[src/rtl/barrel_shifter.sv]
// Registered 32-bit barrel shifter (SLL/SRL/SRA/ROR) built from log2(WIDTH) mux stages.
// Left shifts reuse the right-shift network by bit-reversing the operand before and after.
module barrel_shifter #(
    parameter int WIDTH = 32,
    parameter int SHW   = 5
) (
    input  logic             clk,
    input  logic             rst_n,
    input  logic [WIDTH-1:0] a,
    input  logic [SHW-1:0]   b,
    input  logic [1:0]       c,
    input  logic             in_valid,
    output logic [WIDTH-1:0] z,
    output logic             out_valid
);

    localparam logic [1:0] OP_SLL = 2'b00;
    localparam logic [1:0] OP_SRA = 2'b10;
    localparam logic [1:0] OP_ROR = 2'b11;

    logic                     is_left;
    logic                     is_rot;
    logic                     sign_fill;
    logic [SHW:0][WIDTH-1:0]  stage;
    logic [WIDTH-1:0]         a_rev;
    logic [WIDTH-1:0]         res_rev;
    logic [WIDTH-1:0]         result;

    assign is_left   = (c == OP_SLL);
    assign is_rot    = (c == OP_ROR);
    assign sign_fill = (c == OP_SRA) & a[WIDTH-1];

    // Stage k moves bit i+2^k down to bit i; bits shifted in from above the
    // MSB are either wrapped (rotate) or the fill bit (zero or sign).
    always_comb begin
        a_rev   = '0;
        res_rev = '0;
        stage   = '0;
        for (int i = 0; i < WIDTH; i++) begin
            a_rev[i] = a[WIDTH-1-i];
        end
        stage[0] = is_left ? a_rev : a;
        for (int k = 0; k < SHW; k++) begin
            for (int i = 0; i < WIDTH; i++) begin
                if (!b[k]) begin
                    stage[k+1][i] = stage[k][i];
                end else if (i + (1 << k) < WIDTH) begin
                    stage[k+1][i] = stage[k][i + (1 << k)];
                end else if (is_rot) begin
                    stage[k+1][i] = stage[k][i + (1 << k) - WIDTH];
                end else begin
                    stage[k+1][i] = sign_fill;
                end
            end
        end
        for (int i = 0; i < WIDTH; i++) begin
            res_rev[i] = stage[SHW][WIDTH-1-i];
        end
        result = is_left ? res_rev : stage[SHW];
    end

    always_ff @(posedge clk or negedge rst_n) begin
        if (!rst_n) begin
            z         <= '0;
            out_valid <= 1'b0;
        end else begin
            out_valid <= in_valid;
            if (in_valid) begin
                z <= result;
            end
        end
    end

endmodule

[config.mk]
export PLATFORM = sky130hd
export DESIGN_NAME = barrel_shifter
export DESIGN_NICKNAME = d
export VERILOG_FILES = /design/src/rtl/barrel_shifter.sv
export SDC_FILE = /design/constraint.sdc
export NUM_CORES = 1
export LEC_CHECK = 0
export CAP_MARGIN = 5
export CORE_MARGIN = 5
export CORE_UTILIZATION = 35
export CTS_CLUSTER_SIZE = 30
export DETAILED_ROUTE_END_ITERATION = 10
export DONT_BUFFER_PORTS = 1
export PLACE_DENSITY = 0.56
export RECOVER_POWER = 25
export REMOVE_ABC_BUFFERS = 1
export SLEW_MARGIN = 20
export SYNTH_ARGS = -nofsm -noshare
export SYNTH_HDL_FRONTEND = slang
export SYNTH_SLANG_ARGS = --single-unit
[constraint.sdc]
create_clock -name clk -period 1.1 [get_ports clk]
set_clock_uncertainty 0.15 [all_clocks]
set_input_delay 0.22 -clock clk [delete_from_list [all_inputs] [get_ports clk]]
set_output_delay 0.22 -clock clk [all_outputs]
set_load 0.1 [all_outputs]
==> qor.txt, run 1 <==
Outcome: finished with violations
Failing checks: hold timing, setup timing
Flop2flop setup slack: -0.07 ns
Most common cell in the netlist: nand2_1
Vias post-DR: 5309
Global-route wire length before repair: 30260 um
Placed cell area: 6108 sq um
Synth Cell Area: 4395 sq um
Most frequent cells after synthesis: nand2_1 (47), nor2_1 (44), mux4_2 (39)
Fraction of final layout cells sized beyond drive strength 1: 53.73%
Crit path DAT: 2.52 ns
NumNets Final: 711
Num rows: 41
Synth warn: 0
Synth unique cells: 65
I/O pin total: 75
RSZ-0062 raised after global routing: yes
Final worst slack: -1.407 ns
Async SR Flop Fraction: 100.0%
Maximum vdd drop: 0.0006026 V
DP Wirelength: 15250 um
Finished Cell Area: 7074 sq um
Register Area: 825.8 sq um
Core ar.: 12470 sq um
H-tree depth: 2
Clock power share: 17.6%
Avg WL per Cell: 23.83 um
Post-synthesis cell count: 494
Detailed-route vias per instance: 6.305
Top-area cell type share of the netlist area: 19.98%
Gr usage total: 26.48%
Power Total: 8.499 mW
Initial Util: 35.26%
Max-Cap Viols: 0
Drc violations: 0
Largest fanout on the critical path: 26
# setup viols final: 65
Clock Sinks: 33
Hold Path Class: input port to asynchronous set/reset pin
Setup crit start: c[0]
Fmax: 0.3989 GHz
Synth Flop Type: dfrtp_1
Die Ht: 122.1 um
Antenna violations before repair: 0
Final Cycle Share: 227.9%
Sw Share: 44.16%
First drt pass iteration count: 5
Clock root cell: clkbuf_16
GRT overflow: 0
Fill cells: 1133
Largest area contributor in the netlist: mux4_2
Leak: 2.836 nW
Actual slew at the worst max-slew pin: 0.9354 ns
Worst skew pair latency: 0.29 ns
P_int: 4.746 mW
Place WS: -1.810 ns
Pin count of the biggest net entering global routing: 40
Crit path launch type: input port
Seq pwr share: 19.0%
Die W: 122.1 um
Area of the die: 14900 sq um
Avg Cell Area, Syn: 8.898 sq um
Synth Register Bits: 33
Number of synthesized flops with an enable pin: 0
Final max-slew violation count: 0
Routed Antenna Nets: 0
Number of global-route vias before repair: 5190
Psw: 3.753 mW
Top post-synthesis cells by area: mux4_2 (20%), dfrtp_1 (19%), mux4_1 (4.8%)
RD Place Congestion: 0.9580
Num CTS Buffers: 5
Required time of the critical path: 1.12 ns
Pwr dens: 1201 nW/um^2
Crit Path Category: input port to flip-flop
I/O Buffers: 0
FF-to-FF Start: z[24]
Antenna cell count: 0
Iteration-0 DRC Markers: 464
Area growth syn-to-layout: 60.94%
Maximum clock path buffer count: 2
Hold WS: -0.5245 ns
CTS tree: done
Worst slew margin: 37.41%
Routed WL: 20060 um
Seq/Total Area, Yosys: 18.79%
Fin. Hold Viols: 50
Logic gate share of total power: 63.4%
Area of the multi-input gates: 3721 sq um
Clk slew on worst S/H paths: 0.05 ns
Final min period: 2.507 ns
Crit. End Element: flip-flop
[stage by stage]
| step | setup TNS [ns] | cells | util, % |
|---|---|---|---|
| 6_report | -45.08 | 842 | 56.75 |
| 5_1_grt | -46.99 | 842 | 56.75 |
| 4_1_cts | -46.07 | 822 | 53.12 |
| 3_5_place_dp | -51.93 | 790 | 49.00 |
| 3_3_place_gp | -51.24 | 790 | 49.00 |
| 2_1_floorplan | -68.12 | 447 | - |
[cell families after synthesis]
group | Yosys count | share of synthesized area [%]
buf+inv | 57 | 5.949
simple gates | 143 | 14.95
compound gates | 198 | 31.77
flops | 33 | 18.79
mux | 63 | 28.55
[registers in the layout, summed over array words and instances (netlist names)]
register	cells
out_valid	1
z	32
[repair_timing]
action | in CTS | in global routing
setup endpoints to repair | 65 | 65
setup buffers | 25 | 20
pin swaps | 18 | 58
hold endpoints to repair | 50 | 50
gates resized for setup | 60 | 76
cloned | 0 | 2
[cell usage in the layout, fill, tap and decap left out, drive strengths merged, types with 3 or more instances in the layout]
cell type and instances:
nand4 6, a22o 3, or2 4, nor2b 4, mux2 5, o2111ai 4
clkbuf 8, a221oi 4, nor2 45, o21ai 29, a32oi 4, o221ai 8
o211ai 10, a211oi 5, nand2 47, and2 4, o31ai 4, inv 9
buf 213, a21o 7, a211o 5, nor3 8, o22ai 7, o21a 4
a2111oi 8, nand3 13, mux4 47, a221o 10, a21oi 37, dfrtp 33
a22oi 16, mux2i 11, a31oi 16
[cell type report]
| cell class | count | area share [%] |
|---|---|---|
| Timing Repair Buffer | 214 | 29.87 |
| Tap cell | 172 | 3.042 |
| Multi-Input combinational cell | 405 | 52.60 |
| Clock inverter | 1 | 0.07075 |
| Inverter | 10 | 0.5837 |
| Sequential cell | 33 | 11.67 |
| Clock buffer | 7 | 2.158 |
[power groups by stage]
stage / Combinational [mW] / Sequential [mW] / Clock (mW)
finish: 5.39 / 1.62 / 1.50
global route: 5.58 / 1.64 / 1.55
CTS: 5.02 / 1.62 / 1.51
detailed placement: 4.69 / 1.65 / 0
global placement: 4.67 / 1.64 / 0
floorplan: 1.38 / 2.93 / 0
[worst paths after layout]
kind | endpoint | cells after the start
min | z[22] | 0
min in group clk | out_valid | 0
min reg2reg | z[11] | 1
max | z[4] | 9
max reg2reg | z[24] | 2
max in group asynchronous | z[4] | 0
[critical path, stage by stage]
cell and delay [ns]:
or2_4 0.28, mux4_2 0.48, buf_6 0.14, a222oi_1 0.45, buf_4 0.23, nand2_2 0.05, mux4_2 0.48, nand2_1 0.10
o221ai_2 0.08
[layer usage]
| layer | routed length (um) | vias up | global-route usage, % |
|---|---|---|---|
| li1 | - | 2373 | - |
| met1 | 8065 | 2617 | 34.69 |
| met2 | 9757 | 282 | 44.16 |
| met3 | 1543 | 37 | 4.782 |
| met4 | 696 | 0 | 8.957 |
| met5 | 0 | - | 0 |
Note: power is estimated with default switching activity, not from simulation.
==> run 2, diff against run 1 <==
==> constraint.sdc (replaced) <==
create_clock -name clk -period 1.1 [get_ports clk]
set_clock_uncertainty 0.15 [all_clocks]
set_input_delay 0.11 -clock clk [delete_from_list [all_inputs] [get_ports clk]]
set_output_delay 0.11 -clock clk [all_outputs]
set_load 0.1 [all_outputs]
==> qor.txt, run 2 (same netlist as run 1, synthesis figures left out) <==
Outcome: finished with violations
Failing checks: hold timing, setup timing
Die W: 122.1 um (unchanged)
Initial Util: 35.26% (unchanged)
Routed WL: 20350 um (+1.4%)
Actual slew at the worst max-slew pin: 0.9481 ns (+0.01271 ns)
NumNets Final: 718 (+0.98%)
Hold WS: -0.2806 ns (+0.2439 ns)
RD Place Congestion: 0.9486 (-0.98%)
GRT overflow: 0 (unchanged)
Number of global-route vias before repair: 5467 (+5.3%)
I/O pin total: 75 (unchanged)
Vias post-DR: 5364 (+1.0%)
Fill cells: 1109 (-2.1%)
H-tree depth: 2 (unchanged)
CP bufs+invs: 4 (+2)
CTS tree: done
Clock Sinks: 33 (unchanged)
Max FFs per register: 32 (unchanged)
Area growth syn-to-layout: 63.17%
Crit. End Element: flip-flop
Drc violations: 0 (unchanged)
Required time of the critical path: 1.11 ns (about the same)
Slowest-stage cell, CP: mux4_2
Dpl cells: 798 (+1.0%)
Layout Cells excl Fill: 849 (+0.83%)
Core ar.: 12470 sq um (unchanged)
Crit path DAT: 2.50 ns (-0.02 ns)
Final max-slew violation count: 0 (unchanged)
Pin count of the biggest net entering global routing: 38 (-5.0%)
First drt pass iteration count: 5 (unchanged)
Antenna cell count: 0 (unchanged)
Global-route wire length before repair: 31410 um (+3.8%)
Top flop regs: z x32, out_valid x1
Worst skew pair latency: 0.28 ns (about the same)
Maximum vdd drop: 0.0005389 V (-11%)
Crit path max-delay family: multiplexers
Num rows: 41 (unchanged)
Worst slew margin: 36.56% (-0.85 points)
Commonest cells after routing, fill and taps aside: buf_4 (156), mux4_2 (43), nand2_1 (40)
Commonest non-fill, non-tap cell in the layout: buf_4
Fin. Hold Viols: 19 (-62%)
Final TNS setup: -40.71 ns (+4.369 ns)
Avg WL per Cell: 23.97 um (+0.58%)
Routed Antenna Nets: 0 (unchanged)
Final min period: 2.485 ns (-0.02164 ns)
Fmax: 0.4023 GHz (+0.87%)
Num CTS Buffers: 5 (unchanged)
Final Cycle Share: 225.9% (-2.0 points)
# setup viols final: 65 (unchanged)
Pwr dens: 1170 nW/um^2 (-2.6%)
Antenna violations before repair: 0 (unchanged)
Clk slew on worst S/H paths: 0.06 ns (about the same)
Hold Path Class: input port to flip-flop
Maximum clock path buffer count: 2 (unchanged)
Gr usage total: 27.37% (+0.89 points)
I/O Buffers: 0 (unchanged)
Crit path launch type: input port
Die Ht: 122.1 um (unchanged)
Detailed-route vias per instance: 6.318 (+0.20%)
Largest fanout on the critical path: 25 (-3.8%)
RSZ-0062 raised after global routing: yes
Clock root cell: clkbuf_16
Placed cell area: 5943 sq um (-2.7%)
Final worst slack: -1.385 ns (+0.02164 ns)
Area of the die: 14900 sq um (unchanged)
CTS Hold Buffers Added: 4
Iteration-0 DRC Markers: 450 (-3.0%)
Fraction of final layout cells sized beyond drive strength 1: 51.26% (-2.5 points)
Leak: 2.924 nW (+3.1%)
DP Wirelength: 15140 um (-0.71%)
Crit Path Category: input port to flip-flop
Max-Cap Viols: 0 (unchanged)
Most flops, register: z
Finished Cell Area: 7172 sq um (+1.4%)
CP max stage delay: 0.56 ns (+0.08 ns)
Critical path cell sequence: or2_4, buf_12, buf_4, buf_6, buf_6, mux4_2, mux4_2, nand2_2, a221oi_2, a221o_1
[run 2: routing by layer]
metal	routed length (um)	global-route usage, %	vias to the layer above	share of wire, %
li1	-	-	2393	-
met5	0	0	-	0
met3	1568	5.432	50	7.7
met2	9522	44.16	270	47
met4	820	11.90	0	4.0
met1	8437	35.71	2651	41
[run 2: report_power, final]
group          leakage (nW)  switching [mW]  internal [mW]
clock                0.0706           0.517          0.830
combinational          2.45            3.04           2.39
sequential            0.399           0.210           1.41
total                  2.92            3.77           4.63
[run 2: worst register-to-register path, stage by stage (launching register included)]
cell	delay, ns
dfrtp_1	0.41
buf_4	0.14
a22oi_1	0.16
o31ai_1	0.10
[run 2: area by class of cell]
cell class	count	area (sq um)	share of cell area, %
clock buffers	6	128.9	1.797
clock inverters	2	10.01	0.1396
inverters	10	37.54	0.5234
multi-input cells	404	3679	51.29
flip-flops and latches	33	825.8	11.51
well taps	172	215.2	3.001
repair buffers	222	2276	31.73
[run 2: what timing repair did]
item                                   4_1_cts  5_1_grt
pin swaps                                   64       34
gates cloned                                 2        0
gates resized for setup                    153       33
setup endpoints to repair                   65       65
endpoints found under the hold margin       55       19
setup buffers                               33        8
[run 2: stage by stage]
stage / utilization, % / setup WS [ns] / power, mW
after detailed placement: 47.68 / -1.644 / 6.002
final: 57.53 / -1.385 / 8.392
after global placement: 47.68 / -1.660 / 5.982
after floorplan: - / -2.090 / 4.309
after global routing: 57.53 / -1.454 / 8.694
after CTS: 55.99 / -1.296 / 8.186
[run 2: final timing paths]
| kind | startpoint | end | slack [ns] | cells past startpoint |
|---|---|---|---|---|
| worst max-delay path | c[0] | z[18] | -1.39 | 10 |
| min in group asynchronous | rst_n | z[1] | 0.21 | 2 |
| worst max register to register | z[0] | z[0] | 0.02 | 3 |
| worst min register to register | z[11] | z[11] | 0.41 | 1 |
| max in group asynchronous | rst_n | z[25] | 0.25 | 2 |
| worst min-delay path | in_valid | out_valid | -0.28 | 0 |
==> edit 1 (settings of run 2) <==
`WIDTH`: 32 -> 64. Comments in the files are not updated.
--- a/src/rtl/barrel_shifter.sv
+++ b/src/rtl/barrel_shifter.sv
@@ -2,5 +2,5 @@
 // Left shifts reuse the right-shift network by bit-reversing the operand before and after.
 module barrel_shifter #(
-    parameter int WIDTH = 32,
+    parameter int WIDTH = 64,
     parameter int SHW   = 5
 ) (
Ports: changed (resized a and z); port bits go from 75 to 139. No check against the original RTL was run, so the function may have changed too.
==> edit 1 against run 2 <==
The run still ends with hold timing, setup timing left. Global-route usage rose by 0.78 points. Maximum frequency is 0.82% lower. Sequential cell count grew 32. Final cell count is 60% higher. Non-clock buffer count is 123 higher. Via count rose by 70%. Total power up 100%. Combinational power rose by 99%. Routed wire length rose by 85%. Register-to-register slack got worse by 0.10 ns. Setup slack got worse by 0.020 ns. Critical path depth decreased by 3. Cell area increased by 75%. Area after synthesis rose by 76%. Critical endpoint is now z[51].
==> edit 1: results (changes against run 2) <==
set qor(rr_worst_depth) 2 ;# -1
set qor(detailed_place_hpwl_um) 28300 ;# +87%
set qor(worst_skew_pair.late_latency_ns) 0.33 ;# +0.05 ns
set qor(drive_gt1_share_pct) 57.1 ;# +5.8 points
set qor(run_status) {complete, but fails checks}
set qor(p_leak_uw) 0.00503 ;# +72%
set qor(final-hold-violation-count) 68 ;# +49
set qor(cp_slowest_stage_delay_ns) 0.58 ;# +0.02 ns
set qor(wl_met1_um) 15100 ;# +79%
set qor(worstPathArrival_ns) 2.57 ;# +0.07 ns
set qor(number_of_gates_given_a_new_drive_strength_after_cts) 286 ;# +87%
set qor(timing.final.ws_setup_ns) -1.41 ;# -0.0204 ns
set qor(share_of_cell_area_taken_by_muxes_after_synthesis_pct) 30.0 ;# +1.4 points
set qor(drt-initial-drc-count) 1027 ;# +130%
set qor(grt_start_max_net_pins) 82 ;# +120%
set qor(ys_seq_area_share_pct) 21.0 ;# +2.2 points
set qor(grt_pass1_vias) 8947 ;# +64%
set qor(yosysUniqueCellTypes) 66 ;# +1.5%
set qor(h-tree-depth) 3 ;# +1
set qor(netlist_top_cells_area) {sky130_fd_sc_hd__mux4_2, sky130_fd_sc_hd__dfrtp_1, sky130_fd_sc_hd__a22oi_1}
set qor(wire_length_of_the_first_global_routing_pass_um) 57000 ;# +81%
set qor(cts.repair_timing.setup_buffer_count) 42 ;# +27%
set qor(cts_made_buffers) 9 ;# +4
set qor(met2_wirelength_um) 17600 ;# +85%
set qor(largestRegisters) {z x64, out_valid x1}
set qor(r2r_setup_slack_ns) -0.08 ;# -0.10 ns
set qor(worstHoldPathType) {input pin to async pin}
set qor(synth.cells.most_frequent) {sky130_fd_sc_hd__a22oi_1, sky130_fd_sc_hd__mux4_2, sky130_fd_sc_hd__nand2_1}
set qor(vdd_ir_drop_max_v) 0.000839 ;# +56%
set qor(fin_worst_hold_slack_ns) -0.683 ;# -0.402 ns
set qor(worst_setup_path_endpoint) {z[51]}
set qor(syn_to_final_growth_pct) 61.8
set qor(use_met2_pct) 44.6 ;# +0.46 points
set qor(violations) {hold timing, setup timing}
set qor(critical_path.reg2reg.endpoint) {z[52]}
set qor(regToRegStartpoint) {z[52]}
set qor(fin_nets) 1150 ;# +60%
set qor(worst-slew-pin-transition_ns) 1.08 ;# +0.129 ns
set qor(setup_violating_endpoint_count_in_the_final_report) 130 ;# +100%
edit 1: cell count changes after synthesis, sizes merged, moves of 7 or more:
cell	delta
a221o	+25
a221oi	+8
a22oi	+81
a31oi	-7
and2	+13
buf	+8
clkbuf	+35
dfrtp	+32
mux4	+47
nand2	+40
o21ai	-11
edit 1: cell families (layout without fill, tap and decap cells):
group | count (synthesis) | in the layout
AND/OR/NAND/NOR | 221 | 222
buffers and inverters | 103 | 374
flip-flops | 65 | 65
multiplexers | 114 | 114
AO/OA/AOI/OAI | 306 | 306
edit 1: report_power, final:
| group | internal [uW] | switching (uW) |
|---|---|---|
| sequential | 2800 | 458 |
| combinational | 4600 | 6240 |
| clock | 1810 | 1100 |
| total | 9210 | 7800 |
edit 1: final cells by class:
| cell class | instances | area, um2 |
|---|---|---|
| Fill cell | 1889 | 9290 |
| Multi-Input combinational cell | 642 | 6500 |
| Timing Repair Buffer | 345 | 3710 |
| Clock buffer | 11 | 243 |
| Inverter | 13 | 48.8 |
| Sequential cell | 65 | 1630 |
| Clock inverter | 5 | 55.1 |
| Tap cell | 280 | 350 |
edit 1: per-stage QoR:
stage | std cells | area [um2] | setup slack [ns] | hold slack, ns | setup TNS, ns
after CTS | 1342 | 12000 | -1.37 | -0.689 | -84.53
after floorplan | 719 | 7360 | -4.63 | -0.336 | -289.48
after global routing | 1361 | 12500 | -1.45 | -0.689 | -90.44
final | 1361 | 12500 | -1.41 | -0.683 | -85.27
after global placement | 1282 | 10200 | -1.82 | -0.334 | -105.58
after detailed placement | 1282 | 10200 | -1.88 | -0.334 | -107.54
==> edit 2 (flow settings as in run 2) <==
Without the edit above. Register the output `z` once more, cleared by the reset; this adds one clock of latency there. The other outputs are not delayed to match.
--- a/src/rtl/barrel_shifter.sv
+++ b/src/rtl/barrel_shifter.sv
@@ -18,4 +18,6 @@
     localparam logic [1:0] OP_SRA = 2'b10;
     localparam logic [1:0] OP_ROR = 2'b11;
+
+    logic [WIDTH-1:0] z_s0;
 
     logic                     is_left;
@@ -62,11 +64,19 @@
     always_ff @(posedge clk or negedge rst_n) begin
         if (!rst_n) begin
-            z         <= '0;
+            z_s0      <= '0;
             out_valid <= 1'b0;
         end else begin
             out_valid <= in_valid;
             if (in_valid) begin
-                z <= result;
+                z_s0 <= result;
             end
+        end
+    end
+
+    always_ff @(posedge clk or negedge rst_n) begin
+        if (!rst_n) begin
+            z <= '0;
+        end else begin
+            z <= z_s0;
         end
     end
Function: changed (a bounded check fails within 4 cycles, from zero or initial values and one cycle with rst_n low).
==> edit 2 against run 2 <==
The run still ends with hold timing, setup timing left. Routed wire length up 2.6%. Area after synthesis increased by 16%. Total power grew 37%. Clock power rose by 130%. First-iteration DRC count is 8.0% lower. Combinational power about the same. Critical path type unchanged. Sequential cell count up 32. Cell area is 13% higher. Setup slack gained 0.21 ns. Register-to-register slack got worse by 0.06 ns.
==> edit 2: results (changes against run 2) <==
set qor(run_status) {complete, but fails checks}
set qor(violations) {hold timing, setup timing}
set qor(grtUsageMet3_pct) 5.77 ;# +0.34 points
set qor(number_of_gates_given_a_new_drive_strength_after_cts) 92 ;# -40%
set qor(timing.final.ws_setup_ns) -1.18 ;# +0.209 ns
set qor(use_met1_pct) 31.2 ;# -4.5 points
set qor(ys_seq_area_share_pct) 31.8 ;# +13 points
set qor(dp_worst_setup_slack_ns) -1.68 ;# -0.0310 ns
set qor(largestRegisters) {z x32, z_s0 x32, out_valid x1}
set qor(cts_made_buffers) 9 ;# +4
set qor(use_met2_pct) 41.1 ;# -3.1 points
set qor(worst-slew-pin-transition_ns) 0.915 ;# -0.0328 ns
set qor(fin_worst_hold_slack_ns) -0.673 ;# -0.392 ns
set qor(critPathMaxFanout) 23 ;# -8.0%
set qor(cts.repair_timing.setup_buffer_count) 8 ;# -76%
set qor(vdd_ir_drop_max_v) 0.000643 ;# +19%
set qor(place.gp.congestion) 0.930 ;# -2.0%
set qor(met2_wirelength_um) 10200 ;# +6.6%
set qor(worst_skew_pair.late_latency_ns) 0.33 ;# +0.05 ns
set qor(wl_met3_um) 1740 ;# +11%
set qor(global_route.usage.total_pct) 25.1 ;# -2.3 points
set qor(grt_pass1_vias) 5649 ;# +3.3%
set qor(drive_gt1_share_pct) 50.7 ;# -0.53 points
set qor(setup_violating_endpoint_count_in_the_final_report) 65 ;# unchanged
set qor(wl_met1_um) 8100 ;# -4.0%
set qor(drt-initial-drc-count) 414 ;# -8.0%
set qor(fin_nets) 729 ;# +1.5%
set qor(detailed_place_hpwl_um) 15800 ;# +4.4%
set qor(netlist_top_cells_area) {sky130_fd_sc_hd__dfrtp_1, sky130_fd_sc_hd__mux4_2, sky130_fd_sc_hd__a22oi_1}
set qor(tns_ns) -35.76 ;# +4.95 ns
set qor(cp_slowest_stage_delay_ns) 0.60 ;# +0.04 ns
set qor(wire_length_of_the_first_global_routing_pass_um) 32600 ;# +3.8%
set qor(worstHoldPathType) {input pin to async pin}
set qor(final-hold-violation-count) 66 ;# +47
set qor(wl_um) 20900 ;# +2.6%
set qor(p_leak_uw) 0.00331 ;# +13%
set qor(synth.cells.most_frequent) {sky130_fd_sc_hd__dfrtp_1, sky130_fd_sc_hd__nand2_1, sky130_fd_sc_hd__nor2_1}
edit 2: logic make-up (layout without fill, tap and decap cells):
group           Yosys count  in the layout  synth area share [%]
xor+xnor                  1              1                 0.171
mux                      56             56                  21.1
flops                    65             65                  31.8
simple gates            142            142                  12.6
buf+inv                  55            219                  4.94
compound gates          209            209                  29.4
edit 2: report_power, final:
part / total [uW] / switching (uW) / internal [uW]
sequential: 3040 / 265 / 2780
combinational: 5420 / 3110 / 2310
clock: 3040 / 995 / 2050
edit 2: area by class of cell:
type / instances / area [um2]
fill: 1264 / 6350
multi-input combinational: 408 / 3840
timing repair buffer: 194 / 2010
sequential: 65 / 1630
clock buffer: 12 / 246
tap: 184 / 230
clock inverter: 4 / 76.3
inverter: 9 / 33.8
edit 2: stage by stage:
| step | instance area, um2 | hold slack (ns) | std cells | util [%] |
|---|---|---|---|---|
| 6_report | 8070 | -0.673 | 876 | 56.0 |
| 5_1_grt | 8070 | -0.694 | 876 | 56.0 |
| 4_1_cts | 7730 | -0.686 | 862 | 53.6 |
| 3_5_place_dp | 6830 | -0.333 | 833 | 47.4 |
| 3_3_place_gp | 6830 | -0.333 | 833 | 47.4 |
| 2_1_floorplan | 4900 | -0.336 | 482 | - |
edit 2: final timing paths:
path / start / end / slack, ns / cells past startpoint
min in group clk: b[3] / z_s0[16] / 0 / 2
max reg2reg: z_s0[20] / z_s0[20] / -0.04 / 3
min reg2reg: z_s0[14] / z[14] / 0.22 / 0
min: rst_n / z[1] / -0.67 / 0
max: c[0] / z_s0[28] / -1.18 / 7
max in group asynchronous: rst_n / z_s0[0] / 1.37 / 0
